===== config.mk =====
export PLATFORM = sky130hd
export DESIGN_NAME = pipe_stage_skid_reg
export DESIGN_NICKNAME = d
export VERILOG_FILES = /design/src/rtl/pipe_pkg.sv /design/src/rtl/pipe_slot.sv /design/src/rtl/pipe_stage_skid_reg.sv
export SDC_FILE = /design/constraint.sdc
export NUM_CORES = 1
export LEC_CHECK = 0
export CORE_MARGIN = 5
export CORE_UTILIZATION = 35
export DETAILED_ROUTE_END_ITERATION = 12
export RECOVER_POWER = 25
export SYNTH_ARGS = -nofsm -noshare
export SYNTH_HDL_FRONTEND = slang
export SYNTH_SLANG_ARGS = --single-unit

===== constraint.sdc =====
create_clock -name Clk -period 1.9 [get_ports Clk]
set_clock_uncertainty 0.15 [all_clocks]
set_input_delay 0.38 -clock Clk [delete_from_list [all_inputs] [get_ports Clk]]
set_output_delay 0.38 -clock Clk [all_outputs]
set_load 0.03 [all_outputs]

===== src/rtl/pipe_pkg.sv =====
// rtl/pipe_pkg.sv - shared constants and stage bundle types for pipeline stage registers
//   PIPE_BUBBLE_CTRL : fill bit for control fields of a bubble (all zero)
//   *_CTRL_W/*_DATA_W: packed widths of each stage boundary bundle
package pipe_pkg;

    localparam logic PIPE_BUBBLE_CTRL = 1'b0;

    typedef struct packed {
        logic        MemToReg;
        logic [1:0]  BitsIn;
        logic        Jal_Mux;
        logic [1:0]  SEL_Madd;
        logic        HiLo_WB;
        logic        RegWrite;
        logic        WriteDataHi;
        logic        WriteDataLo;
        logic        minRegWrite;
    } x3_wb_ctrl_t;

    typedef struct packed {
        logic [31:0] pc_plus4;
        logic [31:0] alu_result;
        logic [31:0] mem_data;
        logic [31:0] hi_value;
        logic [31:0] lo_value;
        logic [4:0]  write_reg;
    } x3_wb_data_t;

    typedef struct packed {
        logic        valid_fetch;
        logic        branch_pred;
    } if_id_ctrl_t;

    typedef struct packed {
        logic [31:0] instruction;
        logic [31:0] pc_plus4;
    } if_id_data_t;

    localparam int X3_WB_CTRL_W = $bits(x3_wb_ctrl_t);
    localparam int X3_WB_DATA_W = $bits(x3_wb_data_t);
    localparam int IF_ID_CTRL_W = $bits(if_id_ctrl_t);
    localparam int IF_ID_DATA_W = $bits(if_id_data_t);

endpackage


===== src/rtl/pipe_slot.sv =====
// rtl/pipe_slot.sv - one valid/data/ctrl holding register of a pipeline stage
//   Clk, Reset     : clock, synchronous active-high reset (clears everything)
//   load           : capture d_data/d_ctrl and set valid
//   clr_valid      : drop the held entry (ignored while load)
//   clr_ctrl       : zero the control field; data is left untouched
//   d_data, d_ctrl : incoming entry
//   q_valid, q_data, q_ctrl : held entry
module pipe_slot
    import pipe_pkg::*;
#(
    parameter int DATA_W = 192,
    parameter int CTRL_W = 16
) (
    input  logic              Clk,
    input  logic              Reset,
    input  logic              load,
    input  logic              clr_valid,
    input  logic              clr_ctrl,
    input  logic [DATA_W-1:0] d_data,
    input  logic [CTRL_W-1:0] d_ctrl,
    output logic              q_valid,
    output logic [DATA_W-1:0] q_data,
    output logic [CTRL_W-1:0] q_ctrl
);

    always_ff @(posedge Clk) begin
        if (Reset) begin
            q_valid <= 1'b0;
            q_data  <= '0;
            q_ctrl  <= {CTRL_W{PIPE_BUBBLE_CTRL}};
        end else if (load) begin
            q_valid <= 1'b1;
            q_data  <= d_data;
            q_ctrl  <= d_ctrl;
        end else begin
            if (clr_valid) begin
                q_valid <= 1'b0;
            end
            if (clr_ctrl) begin
                q_ctrl <= {CTRL_W{PIPE_BUBBLE_CTRL}};
            end
        end
    end

endmodule


===== src/rtl/pipe_stage_skid_reg.sv =====
// rtl/pipe_stage_skid_reg.sv - generic pipeline stage register with optional skid slot
//   Clk, Reset          : clock, synchronous active-high reset
//   flush               : kill held entries, stage becomes a bubble
//   in_valid/in_ready   : upstream handshake; in_data/in_ctrl upstream entry
//   out_valid/out_ready : downstream handshake; out_data/out_ctrl head entry
//   stall_count         : saturating count of cycles held with out_ready low
module pipe_stage_skid_reg
    import pipe_pkg::*;
#(
    parameter int DATA_W = 192,
    parameter int CTRL_W = 16,
    parameter int SKID   = 1,
    parameter int CNT_W  = 16
) (
    input  logic              Clk,
    input  logic              Reset,
    input  logic              flush,
    input  logic              in_valid,
    output logic              in_ready,
    input  logic [DATA_W-1:0] in_data,
    input  logic [CTRL_W-1:0] in_ctrl,
    output logic              out_valid,
    input  logic              out_ready,
    output logic [DATA_W-1:0] out_data,
    output logic [CTRL_W-1:0] out_ctrl,
    output logic [CNT_W-1:0]  stall_count
);

    logic              m_valid;
    logic [DATA_W-1:0] m_data;
    logic [CTRL_W-1:0] m_ctrl;
    logic              s_valid;
    logic [DATA_W-1:0] s_data;
    logic [CTRL_W-1:0] s_ctrl;

    logic              accept;
    logic              m_free;
    logic              m_load;
    logic              m_clr_valid;
    logic [DATA_W-1:0] m_d_data;
    logic [CTRL_W-1:0] m_d_ctrl;

    assign accept = in_valid & in_ready;
    // M can take a new entry when empty or when its entry leaves this cycle.
    assign m_free = !m_valid | out_ready;

    // S always has priority for refilling M so FIFO order is preserved;
    // in_ready is low while S is occupied, so no accept competes with it.
    assign m_load      = !flush & m_free & (s_valid | accept);
    assign m_clr_valid = flush | (m_free & !s_valid & !accept);
    assign m_d_data    = s_valid ? s_data : in_data;
    assign m_d_ctrl    = s_valid ? s_ctrl : in_ctrl;

    pipe_slot #(.DATA_W(DATA_W), .CTRL_W(CTRL_W)) u_m_slot (
        .Clk       (Clk),
        .Reset     (Reset),
        .load      (m_load),
        .clr_valid (m_clr_valid),
        .clr_ctrl  (flush),
        .d_data    (m_d_data),
        .d_ctrl    (m_d_ctrl),
        .q_valid   (m_valid),
        .q_data    (m_data),
        .q_ctrl    (m_ctrl)
    );

    generate
        if (SKID != 0) begin : g_skid
            logic s_load;
            logic s_clr_valid;

            // Registered ready: the one extra entry that arrives after
            // out_ready drops lands in S, cutting the out_ready->in_ready path.
            assign in_ready    = !s_valid;
            assign s_load      = !flush & !m_free & accept;
            assign s_clr_valid = flush | (m_free & s_valid);

            pipe_slot #(.DATA_W(DATA_W), .CTRL_W(CTRL_W)) u_s_slot (
                .Clk       (Clk),
                .Reset     (Reset),
                .load      (s_load),
                .clr_valid (s_clr_valid),
                .clr_ctrl  (flush),
                .d_data    (in_data),
                .d_ctrl    (in_ctrl),
                .q_valid   (s_valid),
                .q_data    (s_data),
                .q_ctrl    (s_ctrl)
            );
        end else begin : g_no_skid
            assign in_ready = m_free;
            assign s_valid  = 1'b0;
            assign s_data   = '0;
            assign s_ctrl   = '0;
        end
    endgenerate

    assign out_valid = m_valid;
    assign out_data  = m_data;
    assign out_ctrl  = m_valid ? m_ctrl : {CTRL_W{PIPE_BUBBLE_CTRL}};

    // Counts stalled cycles for performance monitoring; flush leaves it alone.
    always_ff @(posedge Clk) begin
        if (Reset) begin
            stall_count <= '0;
        end else if (m_valid && !out_ready && !(&stall_count)) begin
            stall_count <= stall_count + 1'b1;
        end
    end

endmodule


==> results.md, run 1 <==
- Core Area: 50000 um^2
- GRT met3 Usage: 0.0548
- Die area: 54900 um^2
- Register bit count reported by yosys: 434
- Starting DRC count in detailed routing: 748
- Endpoint class of the critical path: output port
- Fraction of synthesized area in multiplexers: 0.122
- Most common cell after layout, fill and taps aside: sky130_fd_sc_hd__dfxtp_1
- Global route total overflow: 0
- Final Max Tran Viols: 0
- Post-layout power: 21.8 mW
- Area share of and/or/nand/nor cells after synthesis: 0.168
- Critical path launch point type: flop
- Initial core utilization: 0.353
- Share of the yosys chip area belonging to registers: 0.493
- Top-level I/O count: 439
- Met2 layer usage reported by global route: 0.308
- Final net count: 2652
- RSZ-0062 raised after global routing: true
- Reg-to-reg slack, setup: -0.01 ns
- Storage element area: 8700 um^2
- TritonCTS clock tree: yes
- Post-synthesis instance area: 17600 um^2
- GR Layer Usage met1: 0.236
- Number of CTS-inserted buffers: 47
- Dpl cell area: between 20000 and 25000 um^2
- Combinational family with the most area after synthesis: simple AND/OR/NAND/NOR gates
- Mean instance size in the synthesized netlist: 8.95 um^2
- Number of cells produced by synthesis: approximately 2000
- Shortest period the worst path allows: 1.93 ns
- Total power divided by cell area: ~870 nW/um^2
- Post-route setup slack: -0.0348 ns
- Peak supply drop: roughly 0.59 mV
- Most frequent cells in the layout: sky130_fd_sc_hd__dfxtp_1, sky130_fd_sc_hd__nand2_1, sky130_fd_sc_hd__a21oi_1
- LEAKAGE: 8.90 nW
- Fraction of the mapped netlist area in compound gates: 0.164
- Failing checks: negative setup slack
- Number of H-tree levels: 2
- Critical hold path startpoint: in_ctrl[12]
- Fillcell total: 4645
- Multi-input gate area: slightly above 8000 um^2
- Clock Tree Buf Depth: 3
- WP data arrival: 1.40 ns
- Tightest Pin Transition: approximately 0.50 ns
- Routed Antenna Nets: 0
- Fraction of synthesized cell area in xor and xnor cells: 0.000994
- Number of iterations in the first detailed-routing pass: 5
- Combined global-route utilization of all metal layers: 0.188
- Worst rel slew slack: 0.666
- CTS root buffer: sky130_fd_sc_hd__clkbuf_16
- Count of warnings emitted by yosys: 0
- Number of vias per cell after detailed routing: between 4 and 5
- Cell Count Post-Placement: 3044
- Die span in y: ~230 um
- Largest net degree at the start of global routing: 86
- Placement-stage worst setup slack: -0.477 ns
- Net count after synthesis: 2183
- Portion of the clock cycle consumed by the worst path in the final layout: 1.02
- Max cap viols: 0
- Highest cell delay on the worst timing path: 0.38 ns
- Required time at the endpoint of the critical path: 1.37 ns
- Final routed DRC violation total: 0
- Area growth syn-to-layout: 42.9%
- Half-perimeter wire length after placement: 38600 um
- Critical R2R Launch: u_m_slot.q_valid$_SDFFE_PP0P_
- Clock Latency Late Sink: 0.57 ns
- Adder and majority gate portion of the synthesized area: 0.000710
- Clock-pin slew reported for the worst setup and hold paths after clock tree synthesis: 0.06 ns
- Highest clock frequency the design can meet: ~0.52 GHz
- Post-detailed-route wirelength per cell: 17.6 um
- Final standard cell count with taps included and fillers excluded: 3147
- Chip width: 234 um
- Clock Sink Count: 434
- Share of post-route cells with drive strength above 1: 0.162
- Layout Utilization: 0.504
- Maximum fanout along the worst path: 9
- Sequence of cells on the critical path: buf_8 -> and2_1 -> buf_6
- Class of the most critical hold timing path: in2reg
- Global-route wire length before repair: about 83000 um
- Final hold vios: 0
- Final wirelength: 55300 um
- Total setup violations reported at the end of the flow: 10
- Post-synthesis cell type count: 38
- Core Rows: 82
- Status: finished, violations left
- Cell with the largest stage delay on the worst path: sky130_fd_sc_hd__dfxtp_4
- Number of global-route vias before repair: 15100
- Initial antenna violation count: 1
- GP Congestion: 0.799
- Path type of the worst setup path: reg2out
- Finished Cell Area: 25200 um^2
- Worst setup path start: u_m_slot.q_valid$_SDFFE_PP0P_
- Detailed-route via count: 15500
- Grt peak-use layer: met2
- Count of input and output buffers: 438
==> metal layers <==
metal	part of all wire	routed length, um
met1	0.43	23600
met2	0.47	26000
met3	0.069	3810
met4	0.035	1950
met5	0	0
==> through the flow <==
step                      setup TNS, ns  hold slack, ns
final                            -0.182           0.232
after global routing              -9.98           0.216
after CTS                         -1.21           0.189
after detailed placement        -139.30           0.294
after global placement          -120.31           0.289
after floorplan                       0           0.286
==> sequential cells by signal, summed over array words and instances (netlist names) <==
signal and cells:
u_m_slot.q_ctrl 16, g_skid.u_s_slot.q_data 192, g_skid.u_s_slot.q_valid 1, u_m_slot.q_valid 1, g_skid.u_s_slot.q_ctrl 16, stall_count 16, u_m_slot.q_data 192
==> timing repair <==
item                                    in CTS  in global routing
hold endpoints to repair                     5                  0
resized for setup                          350                124
hold buffers                                 1                  0
endpoints found under the setup margin     214                272
pin swaps                                    0                 31
setup buffers                                3                  6
cloned                                       3                  4
==> worst max-delay path, delay by kind of cell, from the launching register on <==
kind / cells / cell delay (ns)
flops: 1 / 0.38
buf+inv: 2 / 0.28
simple gates: 1 / 0.16
==> final cells by class <==
| cell class | instances | area share |
|---|---|---|
| inverters | 1 | 0.000149 |
| flip-flops and latches | 434 | 0.346 |
| repair buffers | 592 | 0.234 |
| clock buffers | 69 | 0.0568 |
| multi-input cells | 1362 | 0.324 |
| diodes | 1 | 0.0000994 |
| clock inverters | 16 | 0.00646 |
| well taps | 672 | 0.0334 |
==> cell usage after synthesis <==
cell type / instances / area (um^2)
sky130_fd_sc_hd__a311oi_1: 1 / 8.76
sky130_fd_sc_hd__nand3_1: 5 / 25.0
sky130_fd_sc_hd__and3_1: 4 / 25.0
sky130_fd_sc_hd__a211oi_1: 157 / 1180
sky130_fd_sc_hd__or3_1: 5 / 31.3
sky130_fd_sc_hd__nand2b_1: 3 / 18.8
sky130_fd_sc_hd__nand4_1: 4 / 25.0
sky130_fd_sc_hd__o31ai_1: 1 / 7.51
sky130_fd_sc_hd__or4_1: 1 / 7.51
sky130_fd_sc_hd__buf_1: 2 / 7.51
sky130_fd_sc_hd__nor2_1: 203 / 762
sky130_fd_sc_hd__a21oi_1: 230 / 1150
sky130_fd_sc_hd__xor2_1: 2 / 17.5
sky130_fd_sc_hd__dfxtp_1: 434 / 8690
sky130_fd_sc_hd__and2_1: 16 / 100
sky130_fd_sc_hd__inv_1: 1 / 3.75
sky130_fd_sc_hd__a211oi_2: 38 / 475
sky130_fd_sc_hd__buf_4: 45 / 338
sky130_fd_sc_hd__and4_1: 1 / 8.76
sky130_fd_sc_hd__mux2i_1: 194 / 1940
sky130_fd_sc_hd__buf_2: 55 / 275
sky130_fd_sc_hd__o2111ai_1: 2 / 17.5
sky130_fd_sc_hd__nor2b_1: 4 / 25.0
sky130_fd_sc_hd__mux2_2: 19 / 214
sky130_fd_sc_hd__a31oi_1: 2 / 12.5
sky130_fd_sc_hd__nand3b_1: 32 / 240
sky130_fd_sc_hd__nand2_1: 421 / 1580
sky130_fd_sc_hd__buf_6: 3 / 33.8
sky130_fd_sc_hd__nor4_1: 4 / 25.0
sky130_fd_sc_hd__clkbuf_1: 66 / 248
sky130_fd_sc_hd__nor3_4: 1 / 16.3
sky130_fd_sc_hd__o21ai_0: 5 / 25.0
sky130_fd_sc_hd__nor4_4: 2 / 42.5
sky130_fd_sc_hd__nand4_2: 1 / 12.5
sky130_fd_sc_hd__clkbuf_2: 1 / 5.00
sky130_fd_sc_hd__nor3_1: 2 / 10.0
sky130_fd_sc_hd__ha_1: 1 / 12.5
sky130_fd_sc_hd__o311ai_0: 1 / 8.76
==> path summary, 6_finish.rpt <==
check,to,depth (start not counted)
setup / recovery,out_ctrl[14],3
hold / removal,g_skid.u_s_slot.q_ctrl[12]$_SDFFE_PP0P_,3
setup reg to reg,u_m_slot.q_data[65]$_SDFFE_PP0P_,8
hold reg to reg,g_skid.u_s_slot.q_data[130]$_SDFFE_PP0P_,2
==> logic make-up after synthesis <==
logic type      count (synthesis)
mux                           213
simple gates                  709
compound gates                437
xor+xnor                        2
fa+ha+maj                       1
buf+inv                       173
flops                         434
==> power by group <==
part	internal, mW	total (mW)	leakage (nW)	switching [mW]
Clock	5.62	9.34	0.800	3.72
Combinational	1.21	2.82	4.56	1.60
Sequential	9.43	9.63	3.54	0.201
Total	16.3	21.8	8.90	5.53
Power figures use the tool's default switching activity.
==> run 2: changes to the inputs <==
--- a/config.mk
+++ b/config.mk
@@ -5,6 +5,7 @@
 export SDC_FILE = /design/constraint.sdc
 export NUM_CORES = 1
 export LEC_CHECK = 0
+export CORE_ASPECT_RATIO = 1.1
 export CORE_MARGIN = 5
 export CORE_UTILIZATION = 35
 export DETAILED_ROUTE_END_ITERATION = 12
==> run 2 against run 1 <==
The run still ends with negative setup slack left. Via count rose by 0.49%. Non-clock buffer count decreased by 12. Power down 0.18%. Global-route usage up 0.21 points. Worst hold slack improved by 0.0023 ns. Sequential cell count is the same. Register-to-register slack improved by 0.04 ns. Critical path depth stayed put. Clock power fell by 2%. Combinational power is 4% higher. Largest cell class unchanged.
==> results.md, run 2 (same netlist as run 1, synthesis figures left out) <==
- Largest net degree at the start of global routing: 85 (-1.2%)
- Routed Antenna Nets: 0 (unchanged)
- TritonCTS clock tree: yes
- Post-route setup slack: -0.0107 ns (+0.0241 ns)
- Clock Sink Count: 434 (unchanged)
- Path type of the worst setup path: reg2out
- Highest clock frequency the design can meet: 0.523 GHz (+1.3%)
- Count of input and output buffers: 438 (unchanged)
- Number of CTS-inserted buffers: 47 (unchanged)
- Required time at the endpoint of the critical path: 1.37 ns (about the same)
- Clock Latency Late Sink: 0.56 ns (about the same)
- Number of vias per cell after detailed routing: 5.00 (+1.3%)
- Most common cell after layout, fill and taps aside: sky130_fd_sc_hd__dfxtp_1
- RSZ-0062 raised after global routing: true
- Final hold vios: 0 (unchanged)
- Maximum fanout along the worst path: 7 (-2)
- Final net count: 2640 (-0.45%)
- Placement-stage worst setup slack: -0.436 ns (+0.0417 ns)
- Failing checks: negative setup slack
- Top Registers: g_skid.u_s_slot.q_data x192, u_m_slot.q_data x192
- Starting DRC count in detailed routing: 814 (+8.8%)
- Number of iterations in the first detailed-routing pass: 5 (unchanged)
- Final Max Tran Viols: 0 (unchanged)
- Combined global-route utilization of all metal layers: 0.190 (+0.00211)
- CTS root buffer: sky130_fd_sc_hd__clkbuf_16
- Layout Utilization: 0.506 (+0.00157)
- Detailed-route via count: 15600 (+0.49%)
- LEAKAGE: 8.96 nW (+0.61%)
- Clock-pin slew reported for the worst setup and hold paths after clock tree synthesis: 0.06 ns (about the same)
- Finished Cell Area: 25300 um^2 (+0.45%)
- Endpoint class of the critical path: output port
- Worst rel slew slack: 0.517 (-0.149)
- Die span in y: 245 um (+4.7%)
- Half-perimeter wire length after placement: 38800 um (+0.52%)
- Core Rows: 86 (+4.9%)
- GP Congestion: 0.813 (+1.7%)
- Class of the most critical hold timing path: in2reg
- Number of global-route vias before repair: 14900 (-1.7%)
- Peak supply drop: 0.598 mV (+1.8%)
- Portion of the clock cycle consumed by the worst path in the final layout: 1.01 (-0.0127)
- WP data arrival: 1.38 ns (-0.02 ns)
- Dpl cell area: 23300 um^2 (-0.41%)
- Critical path launch point type: flop
- Final worst hold slack: 0.235 ns (+0.00230 ns)
- Tightest Pin Transition: 0.725 ns (+0.224 ns)
- Global-route wire length before repair: 84800 um (+1.6%)
- Chip width: 224 um (-4.5%)
- Most frequent cells in the layout: sky130_fd_sc_hd__dfxtp_1, sky130_fd_sc_hd__nand2_1, sky130_fd_sc_hd__a21oi_1
- Status: finished, violations left
- Global route total overflow: 0 (unchanged)
- Initial core utilization: 0.352 (-0.000494)
- Post-detailed-route wirelength per cell: 18.2 um (+3.4%)
- Shortest period the worst path allows: 1.91 ns (-0.0241 ns)
- Die area: 55000 um^2 (about the same)
- Final wirelength: 56800 um (+2.5%)
- Share of post-route cells with drive strength above 1: 0.159 (-0.00348)
- Number of H-tree levels: 2 (unchanged)
- Max cap viols: 0 (unchanged)
- Area growth syn-to-layout: 43.5%
- Clock Tree Buf Depth: 3 (unchanged)
- Total power divided by cell area: 860 nW/um^2 (-0.63%)
- Total setup violations reported at the end of the flow: 4 (-6)
- Core Area: 50000 um^2 (+0.14%)
- Top-level I/O count: 439 (unchanged)
- Initial antenna violation count: 4 (+3)
- Post-layout power: 21.7 mW (-0.18%)
- Final routed DRC violation total: 0 (unchanged)
run 2: changes by cell type in the layout (fill, tap and decap cells not counted), moves of 7 or more:
cell                              change
sky130_fd_sc_hd__a211oi_1             -7
sky130_fd_sc_hd__a211oi_2             +7
sky130_fd_sc_hd__buf_4               -13
sky130_fd_sc_hd__clkbuf_2             -7
sky130_fd_sc_hd__clkdlybuf4s15_1     -13
sky130_fd_sc_hd__dlygate4sd2_1       +22
run 2: cell type report:
type	instances	area, um^2
fillers	4701	24700
flip-flops and latches	434	8700
multi-input cells	1362	8200
repair buffers	580	6010
clock buffers	73	1430
well taps	660	826
clock inverters	9	124
diodes	3	7.51
inverters	1	3.75
run 2: final timing paths:
check                                     startpoint                                 endpoint  slack (ns)  cells after the start
max                    u_m_slot.q_valid$_SDFFE_PP0P_                              out_ctrl[8]       -0.01                      3
min                                      in_ctrl[10]  g_skid.u_s_slot.q_ctrl[10]$_SDFFE_PP0P_        0.23                      3
max reg2reg            u_m_slot.q_valid$_SDFFE_PP0P_         u_m_slot.q_data[42]$_SDFFE_PP0P_        0.03                      8
min reg2reg  g_skid.u_s_slot.q_data[56]$_SDFFE_PP0P_  g_skid.u_s_slot.q_data[56]$_SDFFE_PP0P_        0.30                      2
run 2: layer usage:
layer | GRT usage | routed length [um] | part of all wire | vias to the layer above
met5 | 0 | 0 | 0 | -
met4 | 0.0656 | 1980 | 0.035 | 0
met3 | 0.0460 | 3320 | 0.058 | 85
met2 | 0.329 | 28500 | 0.50 | 349
met1 | 0.230 | 22900 | 0.40 | 7448
li1 | - | - | - | 7718
run 2: power by group:
part / switching, mW / internal (mW) / leakage [nW]
clock network: 3.64 / 5.54 / 0.763
logic: 1.64 / 1.28 / 4.65
registers: 0.204 / 9.43 / 3.54
run 2: timing repair:
item,4_1_cts,5_1_grt
hold buffers,1,0
endpoints found under the setup margin,211,218
gates cloned,3,8
pin swaps,4,5
hold endpoints to repair,5,0
setup buffers,5,6
resized for setup,333,108
run 2: critical path: stages, from the launching register on:
cell	delay (ns)
sky130_fd_sc_hd__dfxtp_4	0.39
sky130_fd_sc_hd__buf_6	0.14
sky130_fd_sc_hd__and2_4	0.16
sky130_fd_sc_hd__buf_6	0.12
run 2: per-stage QoR:
step / setup TNS (ns) / cells
after global placement: -106.23 / 3014
after floorplan: 0 / 1969
final: -0.0231 / 3122
after detailed placement: -119.77 / 3014
after CTS: -0.528 / 3105
after global routing: -3.40 / 3122
==> run 3: changes to the inputs <==
==> constraint.sdc (replaced) <==
create_clock -name Clk -period 1.9 [get_ports Clk]
set_clock_uncertainty 0.15 [all_clocks]
set_input_delay 0.475 -clock Clk [delete_from_list [all_inputs] [get_ports Clk]]
set_output_delay 0.475 -clock Clk [all_outputs]
set_load 0.03 [all_outputs]
==> run 3 against run 2 <==
The flow still finishes with violations (negative setup slack). Count of clock-buffer cells in the layout grew 5. Die area is the same. Non-clock buffer count is the same. Via count shrank 0.48%. Global-route usage grew 0.17 points. Cell area grew 0.38%. Worst setup slack lost 0.10 ns. Critical path depth is the same.
==> results.md, run 3 (same netlist as run 1, synthesis figures left out) <==
- TritonCTS clock tree: yes
- Share of post-route cells with drive strength above 1: 0.225 (+0.0663)
- Highest clock frequency the design can meet: 0.497 GHz (-5.0%)
- Detailed-route via count: 15500 (-0.48%)
- Global route total overflow: 0 (unchanged)
- Placement-stage worst setup slack: -0.499 ns (-0.0639 ns)
- Number of CTS-inserted buffers: 48 (+2.1%)
- Grt peak-use layer: met2
- Final routed DRC violation total: 0 (unchanged)
- GR Layer Usage met1: 0.227 (-0.00290)
- GRT met3 Usage: 0.0532 (+0.00728)
- Reg-to-reg slack, setup: -0.02 ns (-0.05 ns)
- Cell count of the worst hold path: 2 (-1)
- Chip width: 224 um (unchanged)
- Most common cell after layout, fill and taps aside: sky130_fd_sc_hd__dfxtp_1
- LEAKAGE: 8.80 nW (-1.7%)
- Clock Tree Buf Depth: 3 (unchanged)
- Total power divided by cell area: 857 nW/um^2 (-0.27%)
- Routed Antenna Nets: 0 (unchanged)
- Final worst hold slack: 0.0829 ns (-0.152 ns)
- Worst Hold Path EP: stall_count[11]$_SDFFE_PP0P_
- Combined global-route utilization of all metal layers: 0.191 (+0.00169)
- Portion of the clock cycle consumed by the worst path in the final layout: 1.06 (+0.0533)
- Die area: 55000 um^2 (unchanged)
- Number of iterations in the first detailed-routing pass: 5 (unchanged)
- Core Rows: 86 (unchanged)
- Path type of the worst setup path: reg2out
- Worst r2r path cells: 8 (unchanged)
- Post-route setup slack: -0.112 ns (-0.101 ns)
- Number of vias per cell after detailed routing: 4.96 (-0.67%)
- Cell with the largest stage delay on the worst path: sky130_fd_sc_hd__dfxtp_4
- Half-perimeter wire length after placement: 38500 um (-0.75%)
- Final Max Tran Viols: 0 (unchanged)
- Critical path launch point type: flop
- RSZ-0062 raised after global routing: true
- Clock-pin slew reported for the worst setup and hold paths after clock tree synthesis: 0.06 ns (about the same)
- Initial core utilization: 0.352 (unchanged)
- Endpoint class of the critical path: output port
- Critical hold path startpoint: Reset
- Worst flop-to-flop path endpoint: u_m_slot.q_data[99]$_SDFFE_PP0P_
- Count of input and output buffers: 438 (unchanged)
- Clock Latency Late Sink: 0.57 ns (about the same)
- Core Area: 50000 um^2 (unchanged)
- Tightest Pin Transition: 0.526 ns (-0.199 ns)
- Shortest period the worst path allows: 2.01 ns (+0.101 ns)
- Critical R2R Launch: g_skid.u_s_slot.q_valid$_SDFFE_PP0P_
- Final wirelength: 56900 um (+0.31%)
- Most frequent cells in the layout: sky130_fd_sc_hd__dfxtp_1, sky130_fd_sc_hd__nand2_1, sky130_fd_sc_hd__a21oi_1
- GP Congestion: 0.792 (-2.6%)
- Sequence of cells on the critical path: buf_8 -> and2_4 -> buf_6
- Maximum fanout along the worst path: 5 (-2)
- Clock Sink Count: 434 (unchanged)
- Final net count: 2641 (+0.038%)
- Highest cell delay on the worst timing path: 0.40 ns (about the same)
- Worst rel slew slack: 0.645 (+0.128)
- Global-route wire length before repair: 85200 um (+0.43%)
- Fillcell total: 4738 (+0.79%)
- Met2 layer usage reported by global route: 0.334 (+0.00482)
- CTS root buffer: sky130_fd_sc_hd__clkbuf_16
- Failing checks: negative setup slack
- Initial antenna violation count: 5 (+1)
- WP data arrival: 1.39 ns (about the same)
- Number of H-tree levels: 2 (unchanged)
- Starting DRC count in detailed routing: 798 (-2.0%)
- Top Registers: g_skid.u_s_slot.q_data x192, u_m_slot.q_data x192
- Total setup violations reported at the end of the flow: 26 (+22)
- Area growth syn-to-layout: 44.1%
- Top-level I/O count: 439 (unchanged)
- Class of the most critical hold timing path: in2reg
- Status: finished, violations left
- Peak supply drop: 0.701 mV (+17%)
- Die span in y: 245 um (unchanged)
- Number of global-route vias before repair: 15200 (+2.0%)
- Required time at the endpoint of the critical path: 1.27 ns (-0.10 ns)
- Max cap viols: 0 (unchanged)
- Final hold vios: 0 (unchanged)
- Post-detailed-route wirelength per cell: 18.2 um (+0.12%)
- Largest net degree at the start of global routing: 79 (-7.1%)
## run 3: changes by cell type in the layout (fill, tap and decap cells not counted), moves of 12 or more
cell	delta
sky130_fd_sc_hd__buf_12	+12
sky130_fd_sc_hd__buf_2	+19
sky130_fd_sc_hd__clkbuf_2	+42
sky130_fd_sc_hd__clkdlybuf4s15_1	-67
sky130_fd_sc_hd__clkdlybuf4s15_2	+80
sky130_fd_sc_hd__dlygate4sd2_1	-80
## run 3: worst max-delay path by stage
stage                                       start                                        to  slack (ns)
detailed placement                      out_ready  g_skid.u_s_slot.q_data[125]$_SDFFE_PP0P_       -0.50
floorplan            stall_count[11]$_SDFFE_PP0P_               stall_count[9]$_SDFFE_PP0P_       0.005
CTS                 u_m_slot.q_valid$_SDFFE_PP0P_                               out_ctrl[3]       -0.15
global placement                        out_ready  g_skid.u_s_slot.q_data[117]$_SDFFE_PP0P_       -0.42
finish              u_m_slot.q_valid$_SDFFE_PP0P_                              out_ctrl[12]       -0.11
global route        u_m_slot.q_valid$_SDFFE_PP0P_                              out_ctrl[12]       -0.17
## run 3: metrics by stage
| step | instance area [um^2] | std cells | TNS (ns) | util | power (mW) |
|---|---|---|---|---|---|
| after floorplan | 17600 | 1969 | 0 | - | 11.3 |
| after global placement | 23400 | 3015 | -157.30 | 0.467 | 12.7 |
| after detailed placement | 23400 | 3015 | -172.93 | 0.467 | 12.7 |
| after CTS | 25200 | 3110 | -2.28 | 0.504 | 22.0 |
| after global routing | 25400 | 3128 | -28.25 | 0.508 | 22.6 |
| final | 25400 | 3128 | -1.77 | 0.508 | 21.8 |
## run 3: what timing repair did
| action | in CTS | in global routing |
|---|---|---|
| hold buffers | 0 | 0 |
| gates cloned | 5 | 8 |
| resized for setup | 685 | 101 |
| pin swaps | 1 | 2 |
| setup buffers | 4 | 5 |
| setup endpoints to repair | 202 | 358 |
## run 3: worst max-delay path: cells and delay by family, from the launching register on
kind / cells / cell delay (ns)
buffers and inverters: 2 / 0.26
DFF: 1 / 0.40
and+or+nand+nor: 1 / 0.15
## run 3: layer usage
metal  up-vias  part of all wire
met5         -                 0
met2       361              0.50
met3        99             0.064
met1      7350              0.41
li1       7715                 -
met4         0             0.033
## run 3: cell type report
cell class / count / area (um^2) / area share
tap: 660 / 826 / 0.0325
timing repair buffer: 580 / 6070 / 0.239
clock buffer: 78 / 1540 / 0.0605
antenna: 5 / 12.5 / 0.000493
sequential: 434 / 8700 / 0.343
clock inverter: 8 / 47.5 / 0.00187
inverter: 1 / 6.26 / 0.000246
multi-input combinational: 1362 / 8190 / 0.323
## run 3: report_power, final
group          total [mW]  internal (mW)  switching [mW]
registers            9.64           9.43           0.204
logic                2.89           1.27            1.62
clock network        9.24           5.50            3.74
